**config.mk**
```make
export PLATFORM = sky130hd
export DESIGN_NAME = muldiv_unit_flat
export DESIGN_NICKNAME = d
export VERILOG_FILES = /design/src/rtl/muldiv_unit_if.sv /design/src/rtl/muldiv_unit.sv /design/src/flat_wrapper.sv
export SDC_FILE = /design/constraint.sdc
export NUM_CORES = 1
export LEC_CHECK = 0
export ABC_AREA = 1
export BUFFER_PORTS_ARGS = -buffer_cell sky130_fd_sc_hd__buf_2
export CAP_MARGIN = 25
export CORE_UTILIZATION = 39
export CTS_CLUSTER_DIAMETER = 120
export DETAILED_ROUTE_END_ITERATION = 8
export GPL_TIMING_DRIVEN = 0
export HOLD_SLACK_MARGIN = 0.03
export PLACE_DENSITY = 0.54
export SYNTH_ARGS = -nofsm -noshare
export SYNTH_HDL_FRONTEND = slang
export SYNTH_SLANG_ARGS = --single-unit
```
**constraint.sdc**
```tcl
create_clock -name clk -period 6.5 [get_ports clk]
set_clock_uncertainty 0.15 [all_clocks]
set_input_delay 0.65 -clock clk [delete_from_list [all_inputs] [get_ports clk]]
set_output_delay 0.65 -clock clk [all_outputs]
set_load 0.05 [all_outputs]
```
**src/rtl/muldiv_unit_if.sv**
```systemverilog
// Issue/writeback bundle between the operand read stage and the iterative
// multiply/divide unit.
interface muldiv_unit_if #(parameter int WIDTH = 16);
  logic             start;
  logic [1:0]       op;
  logic [WIDTH-1:0] src1_val;
  logic [WIDTH-1:0] src2_val;
  logic [2:0]       tgt_in;
  logic             busy;
  logic             done;
  logic             we_reg;
  logic [2:0]       tgt;
  logic [WIDTH-1:0] write_data;

  modport master (
    output start, op, src1_val, src2_val, tgt_in,
    input  busy, done, we_reg, tgt, write_data
  );

  modport slave (
    input  start, op, src1_val, src2_val, tgt_in,
    output busy, done, we_reg, tgt, write_data
  );
endinterface

```
**src/rtl/muldiv_unit.sv**
```systemverilog
// Iterative unsigned multiply / divide: one result bit per cycle, shift-add
// multiply and restoring divide sharing one {hi, lo} register pair.
//
// state | meaning
// IDLE  | waiting for start
// RUN   | iterating, counter 15 down to 0, busy high
// DONE  | result valid for one cycle (done/we_reg), may accept next op
module muldiv_unit #(
  parameter int WIDTH = 16,
  parameter int CNT_W = 4
) (
  input  logic          clk,
  input  logic          rst,
  muldiv_unit_if.slave  bus
);

  typedef enum logic [1:0] {IDLE, RUN, DONE} state_t;

  state_t           state;
  logic [CNT_W-1:0] cnt;
  logic [1:0]       op_q;
  logic [WIDTH-1:0] opb_q;
  logic [WIDTH-1:0] hi_q;
  logic [WIDTH-1:0] lo_q;
  logic [2:0]       tgt_q;

  logic             busy_q;
  logic             done_q;
  logic             we_q;
  logic [2:0]       tgt_out_q;
  logic [WIDTH-1:0] wdata_q;

  logic [WIDTH:0]   sum;
  logic [WIDTH:0]   shifted;
  logic             sub_ok;
  logic [WIDTH-1:0] hi_nxt;
  logic [WIDTH-1:0] lo_nxt;

  // hi holds accumulator / partial remainder, lo holds multiplier / quotient;
  // opb is the multiplicand for MUL and the divisor for DIV.
  always_comb begin
    sum     = {1'b0, hi_q} + {1'b0, opb_q};
    shifted = {hi_q, lo_q[WIDTH-1]};
    sub_ok  = (shifted >= {1'b0, opb_q});
    hi_nxt  = hi_q;
    lo_nxt  = lo_q;
    if (!op_q[1]) begin
      if (lo_q[0]) {hi_nxt, lo_nxt} = {sum, lo_q[WIDTH-1:1]};
      else         {hi_nxt, lo_nxt} = {1'b0, hi_q, lo_q[WIDTH-1:1]};
    end else begin
      // A successful trial leaves a remainder below the divisor, so the
      // 16-bit wrapped difference is exact.
      if (sub_ok) hi_nxt = shifted[WIDTH-1:0] - opb_q;
      else        hi_nxt = shifted[WIDTH-1:0];
      lo_nxt = {lo_q[WIDTH-2:0], sub_ok};
    end
  end

  always_ff @(posedge clk) begin
    if (rst) begin
      state     <= IDLE;
      cnt       <= '0;
      op_q      <= '0;
      opb_q     <= '0;
      hi_q      <= '0;
      lo_q      <= '0;
      tgt_q     <= '0;
      busy_q    <= 1'b0;
      done_q    <= 1'b0;
      we_q      <= 1'b0;
      tgt_out_q <= '0;
      wdata_q   <= '0;
    end else begin
      case (state)
        RUN: begin
          hi_q <= hi_nxt;
          lo_q <= lo_nxt;
          if (cnt == '0) begin
            state     <= DONE;
            busy_q    <= 1'b0;
            done_q    <= 1'b1;
            we_q      <= 1'b1;
            tgt_out_q <= tgt_q;
            wdata_q   <= op_q[0] ? hi_nxt : lo_nxt;
          end else begin
            cnt <= cnt - 1'b1;
          end
        end
        default: begin
          done_q <= 1'b0;
          we_q   <= 1'b0;
          if (bus.start) begin
            state  <= RUN;
            busy_q <= 1'b1;
            cnt    <= '1;
            op_q   <= bus.op;
            opb_q  <= bus.op[1] ? bus.src2_val : bus.src1_val;
            lo_q   <= bus.op[1] ? bus.src1_val : bus.src2_val;
            hi_q   <= '0;
            tgt_q  <= bus.tgt_in;
          end else begin
            state <= IDLE;
          end
        end
      endcase
    end
  end

  assign bus.busy       = busy_q;
  assign bus.done       = done_q;
  assign bus.we_reg     = we_q;
  assign bus.tgt        = tgt_out_q;
  assign bus.write_data = wdata_q;

endmodule

```
**src/flat_wrapper.sv**
```systemverilog
// flat-port wrapper written by rule: the top's interface ports become plain ports
module muldiv_unit_flat 
#(
  parameter int WIDTH = 16,
  parameter int CNT_W = 4
)
  (clk, rst, bus_start, bus_op, bus_src1_val, bus_src2_val, bus_tgt_in, bus_busy, bus_done, bus_we_reg, bus_tgt, bus_write_data);
  muldiv_unit_if #(.WIDTH(WIDTH)) bus_i ();
  input  logic clk;
  input  logic rst;
  input wire logic [$bits(bus_i.start)-1:0] bus_start;
  input wire logic [$bits(bus_i.op)-1:0] bus_op;
  input wire logic [$bits(bus_i.src1_val)-1:0] bus_src1_val;
  input wire logic [$bits(bus_i.src2_val)-1:0] bus_src2_val;
  input wire logic [$bits(bus_i.tgt_in)-1:0] bus_tgt_in;
  output wire logic [$bits(bus_i.busy)-1:0] bus_busy;
  output wire logic [$bits(bus_i.done)-1:0] bus_done;
  output wire logic [$bits(bus_i.we_reg)-1:0] bus_we_reg;
  output wire logic [$bits(bus_i.tgt)-1:0] bus_tgt;
  output wire logic [$bits(bus_i.write_data)-1:0] bus_write_data;
  assign bus_i.start = bus_start;
  assign bus_i.op = bus_op;
  assign bus_i.src1_val = bus_src1_val;
  assign bus_i.src2_val = bus_src2_val;
  assign bus_i.tgt_in = bus_tgt_in;
  assign bus_busy = bus_i.busy;
  assign bus_done = bus_i.done;
  assign bus_we_reg = bus_i.we_reg;
  assign bus_tgt = bus_i.tgt;
  assign bus_write_data = bus_i.write_data;
  muldiv_unit #(.WIDTH(WIDTH), .CNT_W(CNT_W)) u_core (.clk(clk), .rst(rst), .bus(bus_i));
endmodule
```
# Yosys cells after proc, flatten, opt, wreduce, memory -nomap -nowiden
# Index checks and enable logic that the tools add are counted.
totals:
  ff_bits: 80
  in_bits: 40
  output_inout_bits: 22
  elab_cells: 47
op_classes:
  addsub: 3
  order_cmp: 1
  eq_ne: 3
  muxes: 21
  n_bitwise: 1
  n_reduce_logical: 7
op_table:
  columns: ["cell", "n"]
  rows:
  - ["$mux 16", 12]
  - ["$add 16x16->17", 1]
  - ["$ge 17x16->1", 1]
  - ["$sub 16x16->16", 1]
  - ["$mux 4", 3]
  - ["$reduce_and 2->1", 4]
  - ["$logic_not 4->1", 1]
  - ["$mux 1", 4]
  - ["$mux 2", 2]
  - ["$sub 4x1->4 const B", 1]
  - ["$eq 2x1->1 const B", 1]
  - ["$ne 2x1->1 const B", 1]
  - ["$ne 2x2->1 const B", 1]
  - ["$reduce_bool 2->1", 1]
  - ["$reduce_or 2->1", 1]
  - ["$not 1->1", 1]

# Logic depth before layout (Yosys ltp)
# Gate-level depths: netlist (run 1).
depth:
  ltp_word: 4
  depth_mapped: 16
  ltp_nobuf: 16

# Worst setup path before layout (run 1)
# No wires, ideal clock.
synth_path:
  kind: "reg-to-reg"
  start: "register u_core.opb_q[7]"
  end: "register u_core.hi_q[2]"
  arrival_ns: 1.746
  path_slack_ns: 4.475
  stages_incl_launch_ff: 16
  n_path_buf: 1
  cell_sequence: "dfxtp_1 -> inv_1 -> ha_1 -> nand2_2 -> inv_1 -> nand2_1 -> nand2_1 -> inv_1 -> nand3_1 -> nand2_2 -> buf_2 -> nand3_1 -> nand3_1 -> nand2_1 -> nand2_1 -> o21ai_0"
synth_between:
  elab_chain_cells: 4
synth_lines:
  columns: ["element", "line_no", "rtl"]
  rows:
  - ["from (decl)", "muldiv_unit.sv:22", "logic [WIDTH-1:0] opb_q;"]
  - ["from (signal assigned)", "muldiv_unit.sv:97", "opb_q <= bus.op[1] ? bus.src2_val : bus.src1_val;"]
  - ["$ge 17x16->1", "muldiv_unit.sv:44", "sub_ok = (shifted >= {1'b0, opb_q});"]
  - ["$mux 16", "muldiv_unit.sv:53", "if (sub_ok) hi_nxt = shifted[WIDTH-1:0] - opb_q;"]
  - ["$mux 16", "muldiv_unit.sv:47", "if (!op_q[1]) begin"]
  - ["$mux 16", "muldiv_unit.sv:74", "case (state)"]
  - ["to (signal assigned)", "muldiv_unit.sv:76", "hi_q <= hi_nxt;"]
  - ["to (decl)", "muldiv_unit.sv:23", "logic [WIDTH-1:0] hi_q;"]
# Every way passes these cells.
# A chain may end at the register's enable or synchronous reset.

# Worst setup path after layout (run 1)
layout_path:
  start: "register u_core.opb_q[8]"
  end: "register u_core.wdata_q[6], in the netlist u_core.bus.write_data[6]"
layout_between:
  elab_chain_cells: 4
layout_lines:
  columns: ["element", "line_no", "rtl"]
  rows:
  - ["$ge 17x16->1", "muldiv_unit.sv:44", null]
  - ["$mux 16", "muldiv_unit.sv:53", null]
  - ["$mux 16", "muldiv_unit.sv:47", null]
  - ["$mux 16", "muldiv_unit.sv:84", "wdata_q <= op_q[0] ? hi_nxt : lo_nxt;"]
  - ["to (signal assigned)", "muldiv_unit.sv:84", null]
  - ["to (decl)", "muldiv_unit.sv:31", "logic [WIDTH-1:0] wdata_q;"]
# Every way passes these cells.

==> summary.md, run 1 <==
| Metric | Value |
|---|---|
| Critical Path Most Common Cell | nand2_1 |
| Peak VDD IR | about 0.15 mV |
| Post-synth top flop | dfxtp_1 |
| Clock Latency Late Sink | between 0.3 and 0.4 ns |
| WS Path Type | reg2reg |
| Cell Count, Final, Fillers Out | 1232 |
| Hold_buf cts | 0 |
| CTS resizes | 0 |
| Unrepaired setup endpoints after global routing | no |
| Postcts setup bufs | 0 |
| Leak | between 3 and 4 nW |
| DRC viols | 0 |
| Placed cell area | 6500 sq um |
| Post-synth EDFFs | 0 |
| Period minus WS final | 2.71 ns |
| Total wire length | between 15 and 20 mm |
| Synth Register Bits | 80 |
| PortBufs | 60 |
| Final Hold Viols | 0 |
| GR Util All Layers | 26.5% |
| Comb power frac | approximately a third |
| Sequential share of the synthesized area | a little over a quarter |
| Vias in the first global route | just over 6000 |
| Switching share of power | 35.9% |
| Arrival time at the worst endpoint | ~2.8 ns |
| Horiz. Die Dim | roughly 130 um |
| Internal | 1.04 mW |
| Pwr per Cell Area | between 200 and 250 nW/um^2 |
| GP Congestion | 0.925 |
| Inst Count DP | 1216 |
| Commonest non-fill, non-tap cell in the layout | nand2_1 |
| Area occupied by multi-input gates | around 3700 sq um |
| Place WS | roughly 3.8 ns |
| Reg clk slew, reported paths | 0.06 ns |
| Worst path cell trace | inv_1 > ha_1 > nand2_2 > inv_1 > nand2_1 > nand2_1 > inv_1 > nand3_1 > nand2_2 > nand2_4 > buf_6 > nand2_1 > nand3_1 > nand3_1 > nand2_1 > nand2_1 |
| Netlist cell types | 38 |
| Hold WS | between 0.3 and 0.4 ns |
| Slew @ Worst Pin | 0.645 ns |
| Synth Instances | between 900 and 1000 |
| Max clock buf depth | 2 |
| Clock Sink Count | 80 |
| Setup ws final | about 3.8 ns |
| Post-route ant nets | 0 |
| CP Capture Type | flip-flop |
| Critical path required time | roughly 6.6 ns |
| Starting Density | about two fifths |
| Finish-stage setup viols | 0 |
| Wirelength per Cell | ~16 um |
| Setup TNS | 0 ns |
| Largest net degree at the start of global routing | 14 |
| Iteration-0 DRC Markers | 426 |
| IO Pins | 62 |
| Fraction of layout cells with a size suffix above 1 | between 10% and 20% |
| Commonest cells after routing, fill and taps aside | 317 x nand2_1, 141 x inv_1, 82 x nand3_1 |
| Drt pass-1 iters | 5 |
| Initial antenna violation count | 0 |
| H-tree depth | 3 |
| Synth-to-Final Area Change | 14.3% |
| Max Slew Vio Count | 0 |
| Fmax | about 0.37 GHz |
| Vias per inst | ~5.2 |
| Mean Syn Cell Area | 6.14 sq um |
| CTS tree | done |
| DP Wirelength | between 15 and 20 mm |
| Post-route cell area | between 6000 and 7000 sq um |
| Grt ovf | 0 |
| Core Rows | 44 |
| Reg power frac | between 30% and 40% |
| Inserted Diodes | 0 |
| Status | completed |
| Switch Pwr | 0.583 mW |
| Vias | 6416 |
| Post-Synthesis Cell Area | 5970 sq um |
| Syn nets | 1047 |
| Number of fillers in the final layout | between 1500 and 2000 |
| Clock power frac | approximately 34% |
| Total Nets Final | between 1000 and 1500 |
| Core area | 14800 sq um |
| Hold crit path type | reg2reg |
| Register area | about 1600 sq um |
| Clock tree root driver cell | clkbuf_16 |
| CP max-delay cell | dfxtp_1 |
| Slew Limit Headroom | a little under three fifths |
| Max-cap viol count | 0 |
| Asr flop ratio synth | 0% |
| Crit share post-route | around two fifths |
| Critical path peak fanout | 10 |
| Worst stage delay on the critical path | roughly 0.44 ns |
| Cts bufs inserted | 9 |
| First-pass GRT wire length | roughly 33 mm |
| Synth Warn # | 0 |
| Die area | between 15000 and 20000 sq um |
| Startpoint type of the worst setup path | flip-flop |
| Die Span Y | approximately 130 um |
power by group through the flow:
| stage | clock network (mW) | registers [mW] | logic [mW] |
|---|---|---|---|
| final | 0.557 | 0.554 | 0.509 |
| after global routing | 0.586 | 0.558 | 0.576 |
| after CTS | 0.565 | 0.553 | 0.509 |
| after detailed placement | 0 | 0.564 | 0.506 |
| after global placement | 0 | 0.564 | 0.505 |
| after floorplan | 0 | 0.568 | 0.352 |
synth_stat cells, types with 9 or more instances:
| master | count | area [sq um] |
|---|---|---|
| nand2_1 | 317 | 1190 |
| inv_1 | 141 | 529 |
| nand3_1 | 82 | 410 |
| dfxtp_1 | 80 | 1600 |
| o21ai_0 | 67 | 335 |
| nor2_1 | 62 | 233 |
| a21oi_1 | 43 | 215 |
| ha_1 | 33 | 413 |
| clkbuf_1 | 23 | 86.3 |
| a31oi_1 | 17 | 106 |
| mux2i_1 | 14 | 140 |
| o221ai_1 | 14 | 123 |
| buf_2 | 9 | 45.0 |
per-layer routing:
layer  vias to the layer above  part of all wire [%]  wire length, um  global-route usage (%)
met5                         -                     0                0                       0
met4                         0                   2.4              481                    9.54
met3                        28                   4.4              888                    3.31
met2                       184                    46             9180                    44.5
met1                      2929                    47             9450                    35.0
li1                       3275                     -                -                       -
cell families after synthesis:
| family | Yosys count | share of synthesized area [%] |
|---|---|---|
| AND/OR/NAND/NOR | 494 | 34.9 |
| buffers and inverters | 181 | 11.8 |
| AO/OA/AOI/OAI | 157 | 14.9 |
| flip-flops | 80 | 26.8 |
| adder cells (fa/ha/maj) | 35 | 7.59 |
| multiplexers | 14 | 2.35 |
| XOR/XNOR | 11 | 1.61 |
metrics by stage:
step	total power [mW]	util [%]
floorplan	0.920	-
global placement	1.07	44.0
detailed placement	1.07	44.0
CTS	1.63	46.2
global route	1.72	46.2
finish	1.62	46.2
path summary, 6_finish.rpt:
check                                           endpoint                      from  slack [ns]  cells past startpoint
worst min-delay path            u_core.bus.write_data[5]  u_core.bus.write_data[5]        0.30                      2
worst max register to register  u_core.bus.write_data[6]           u_core.opb_q[8]        3.79                     16
worst max-delay path            u_core.bus.write_data[6]           u_core.opb_q[8]        3.79                     16
worst min register to register  u_core.bus.write_data[5]  u_core.bus.write_data[5]        0.30                      2
critical path, delay by kind of cell, from the launching register on:
family                     cells  cell delay [ns]
DFF                            1             0.44
buffers and inverters          4             0.40
and+or+nand+nor               11             1.26
adders and majority gates      1             0.37
final cells by class:
type	count	area share (%)
Tap cell	184	3.38
Buffer	39	2.53
Inverter	142	7.82
Sequential cell	80	23.5
Timing Repair Buffer	60	4.40
Clock inverter	4	1.12
Multi-Input combinational cell	711	53.7
Clock buffer	12	3.61
No activity file was read; power rests on OpenSTA's default activity.
==> run 2: changes to the inputs <==
Clock period 6.5 ns to 2.57 ns, I/O delays scaled along.
==> summary.md, run 2 (synthesized netlist as in run 1, its figures left out) <==
| Metric | Value |
|---|---|
| Status | completed (unchanged) |
| Placed cell area | 6500 sq um (unchanged) |
| Post-route ant nets | 0 (unchanged) |
| Clock tree root driver cell | clkbuf_16 (unchanged) |
| Startpoint type of the worst setup path | flip-flop (unchanged) |
| Peak VDD IR | 0.390 mV (was 0.155 mV) |
| Vias per inst | 5.22 (was 5.21) |
| Setup TNS | 0 ns (unchanged) |
| Cts bufs inserted | 9 (unchanged) |
| Worst path cell trace | inv_1 > ha_1 > nand2_2 > nor2_4 > nand3_2 > nor2_4 > nor2_4 > buf_12 > nand2_8 > buf_12 > nand2_1 > nand3_1 > nand3_1 > nand2_1 > nand2_1 (was inv_1 > ha_1 > nand2_2 > inv_1 > nand2_1 > nand2_1 > inv_1 > nand3_1 > nand2_2 > nand2_4 > buf_6 > nand2_1 > nand3_1 > nand3_1 > nand2_1 > nand2_1) |
| Final total power | 4.29 mW (was 1.62 mW) |
| Die Span Y | 126 um (unchanged) |
| Hold crit path type | in2reg (was reg2reg) |
| Final Hold Viols | 0 (unchanged) |
| CP startpoint | u_core.opb_q[4] (was u_core.opb_q[8]) |
| Drt pass-1 iters | 5 (unchanged) |
| Period minus WS final | 2.43 ns (was 2.71 ns) |
| Starting Density | 40.4% (unchanged) |
| Fmax | 0.411 GHz (was 0.369 GHz) |
| Total Nets Final | 1135 (was 1118) |
| GP Congestion | 0.925 (unchanged) |
| Max Slew Vio Count | 0 (unchanged) |
| Register area | 1620 sq um (was 1600 sq um) |
| Slew Limit Headroom | 57.9% (was 57.0%) |
| Reg clk slew, reported paths | 0.06 ns (about the same) |
| Clock Sink Count | 80 (unchanged) |
| Clock Latency Late Sink | 0.34 ns (about the same) |
| First-pass GRT wire length | 32.7 mm (was 32.5 mm) |
| GR Util All Layers | 26.7% (was 26.5%) |
| Finish-stage setup viols | 0 (unchanged) |
| Pwr per Cell Area | 589 nW/um^2 (was 238 nW/um^2) |
| DP Wirelength | 16.1 mm (unchanged) |
| Flop2flop setup slack | 0.14 ns (was 3.79 ns) |
| CTS tree | done (unchanged) |
| R2R Path End | u_core.bus.write_data[8] (was u_core.bus.write_data[6]) |
| Cell depth of the worst flop-to-flop path | 15 (was 16) |
| Max-cap viol count | 0 (unchanged) |
| WS Path Type | reg2reg (unchanged) |
| Area occupied by multi-input gates | 3920 sq um (was 3660 sq um) |
| Vias in the first global route | 6157 (was 6097) |
| Hold Path Sink | u_core.opb_q[4] (was u_core.bus.write_data[5]) |
| Synth-to-Final Area Change | 22.1% (was 14.3%) |
| Die area | 15800 sq um (unchanged) |
| Worst stage delay on the critical path | 0.37 ns (was 0.44 ns) |
| Commonest cells after routing, fill and taps aside | 307 x nand2_1, 139 x inv_1, 75 x nand3_1 (was 317 x nand2_1, 141 x inv_1, 82 x nand3_1) |
| Initial antenna violation count | 0 (unchanged) |
| IO Pins | 62 (unchanged) |
| PortBufs | 60 (unchanged) |
| Number of fillers in the final layout | 1587 (was 1623) |
| Core Rows | 44 (unchanged) |
| Largest net degree at the start of global routing | 14 (unchanged) |
| Grt ovf | 0 (unchanged) |
| Unrepaired setup endpoints after global routing | yes (was no) |
| Critical path required time | 2.65 ns (was 6.58 ns) |
| Crit share post-route | 94.7% (was 41.7%) |
| DRC viols | 0 (unchanged) |
| Arrival time at the worst endpoint | 2.51 ns (was 2.80 ns) |
| Wirelength per Cell | 16.4 um (was 16.2 um) |
| Post-route cell area | 7280 sq um (was 6820 sq um) |
| Vias | 6519 (was 6416) |
| CP max-delay cell | dfxtp_2 (was dfxtp_1) |
| Worst r2r src | u_core.opb_q[4] (was u_core.opb_q[8]) |
| Core area | 14800 sq um (unchanged) |
| Iteration-0 DRC Markers | 410 (was 426) |
| H-tree depth | 3 (unchanged) |
| Min-delay src | bus_src1_val[4] (was u_core.bus.write_data[5]) |
| CP Capture Type | flip-flop (unchanged) |
| Critical path peak fanout | 10 (unchanged) |
| Horiz. Die Dim | 126 um (unchanged) |
| Commonest non-fill, non-tap cell in the layout | nand2_1 (unchanged) |
| Total wire length | 20.5 mm (was 20.0 mm) |
| Leak | 3.63 nW (was 3.50 nW) |
| Inserted Diodes | 0 (unchanged) |
| Hold path depth | 3 (was 2) |
| Fraction of layout cells with a size suffix above 1 | 15.3% (was 10.2%) |
| Setup ws final | 0.135 ns (was 3.79 ns) |
| Slew @ Worst Pin | 0.632 ns (was 0.645 ns) |
| Max clock buf depth | 2 (unchanged) |
| Place WS | -0.113 ns (was 3.82 ns) |
| Layout Utilization | 49.4% (was 46.2%) |
[run 2: changes by cell type in the layout (fill, tap and decap cells not counted), sizes merged]
cell | previous run | this run
buf | 76 | 83
dlygate4sd3 | 0 | 10
[run 2: per-layer routing]
layer	GRT usage, %	wire length, um	vias up
li1	-	-	3305
met1	35.0	9440	3001
met2	44.9	9540	183
met3	3.36	1020	30
met4	9.68	457	0
met5	0	0	-
[run 2: area by class of cell]
cell class	instances	area share, %
timing repair buffer	77	6.39
tap	184	3.16
buffer	39	2.61
sequential	80	22.3
multi-input combinational	711	53.8
clock inverter	4	1.05
inverter	142	7.32
clock buffer	12	3.38
[run 2: metrics by stage]
stage               hold slack (ns)  instances
finish                       0.0390       1249
global route                 0.0381       1249
CTS                          0.0302       1242
detailed placement            0.284       1216
global placement              0.284       1216
floorplan                     0.242        972
[run 2: how the worst max path moves through the flow]
stage	to	slack [ns]	depth (start not counted)
after floorplan	u_core.hi_q[2]	0.54	15
after global placement	u_core.bus.write_data[6]	-0.1	16
after detailed placement	u_core.bus.write_data[6]	-0.11	14
after CTS	u_core.bus.write_data[8]	0.007	13
after global routing	u_core.hi_q[6]	-0.01	15
final	u_core.bus.write_data[8]	0.14	15
[run 2: worst max-delay path, delay by kind of cell (launching register included)]
kind	cells	cell delay (ns)
fa+ha+maj	1	0.35
flops	1	0.37
simple gates	11	1.11
buf+inv	3	0.33
[run 2: report_power, final]
| part | switching (mW) | internal [mW] | leakage, nW |
|---|---|---|---|
| combinational | 0.934 | 0.536 | 2.82 |
| sequential | 0.0799 | 1.33 | 0.659 |
| clock | 0.526 | 0.882 | 0.153 |
[run 2: repair_timing]
action                     in CTS  in global routing
pin swaps                       1                 10
hold buffers                   10                  0
gates resized for setup        14                 58
setup endpoints to repair      16                 33
hold endpoints to repair        7                  0
setup buffers                   0                  7
cloned                          0                  0
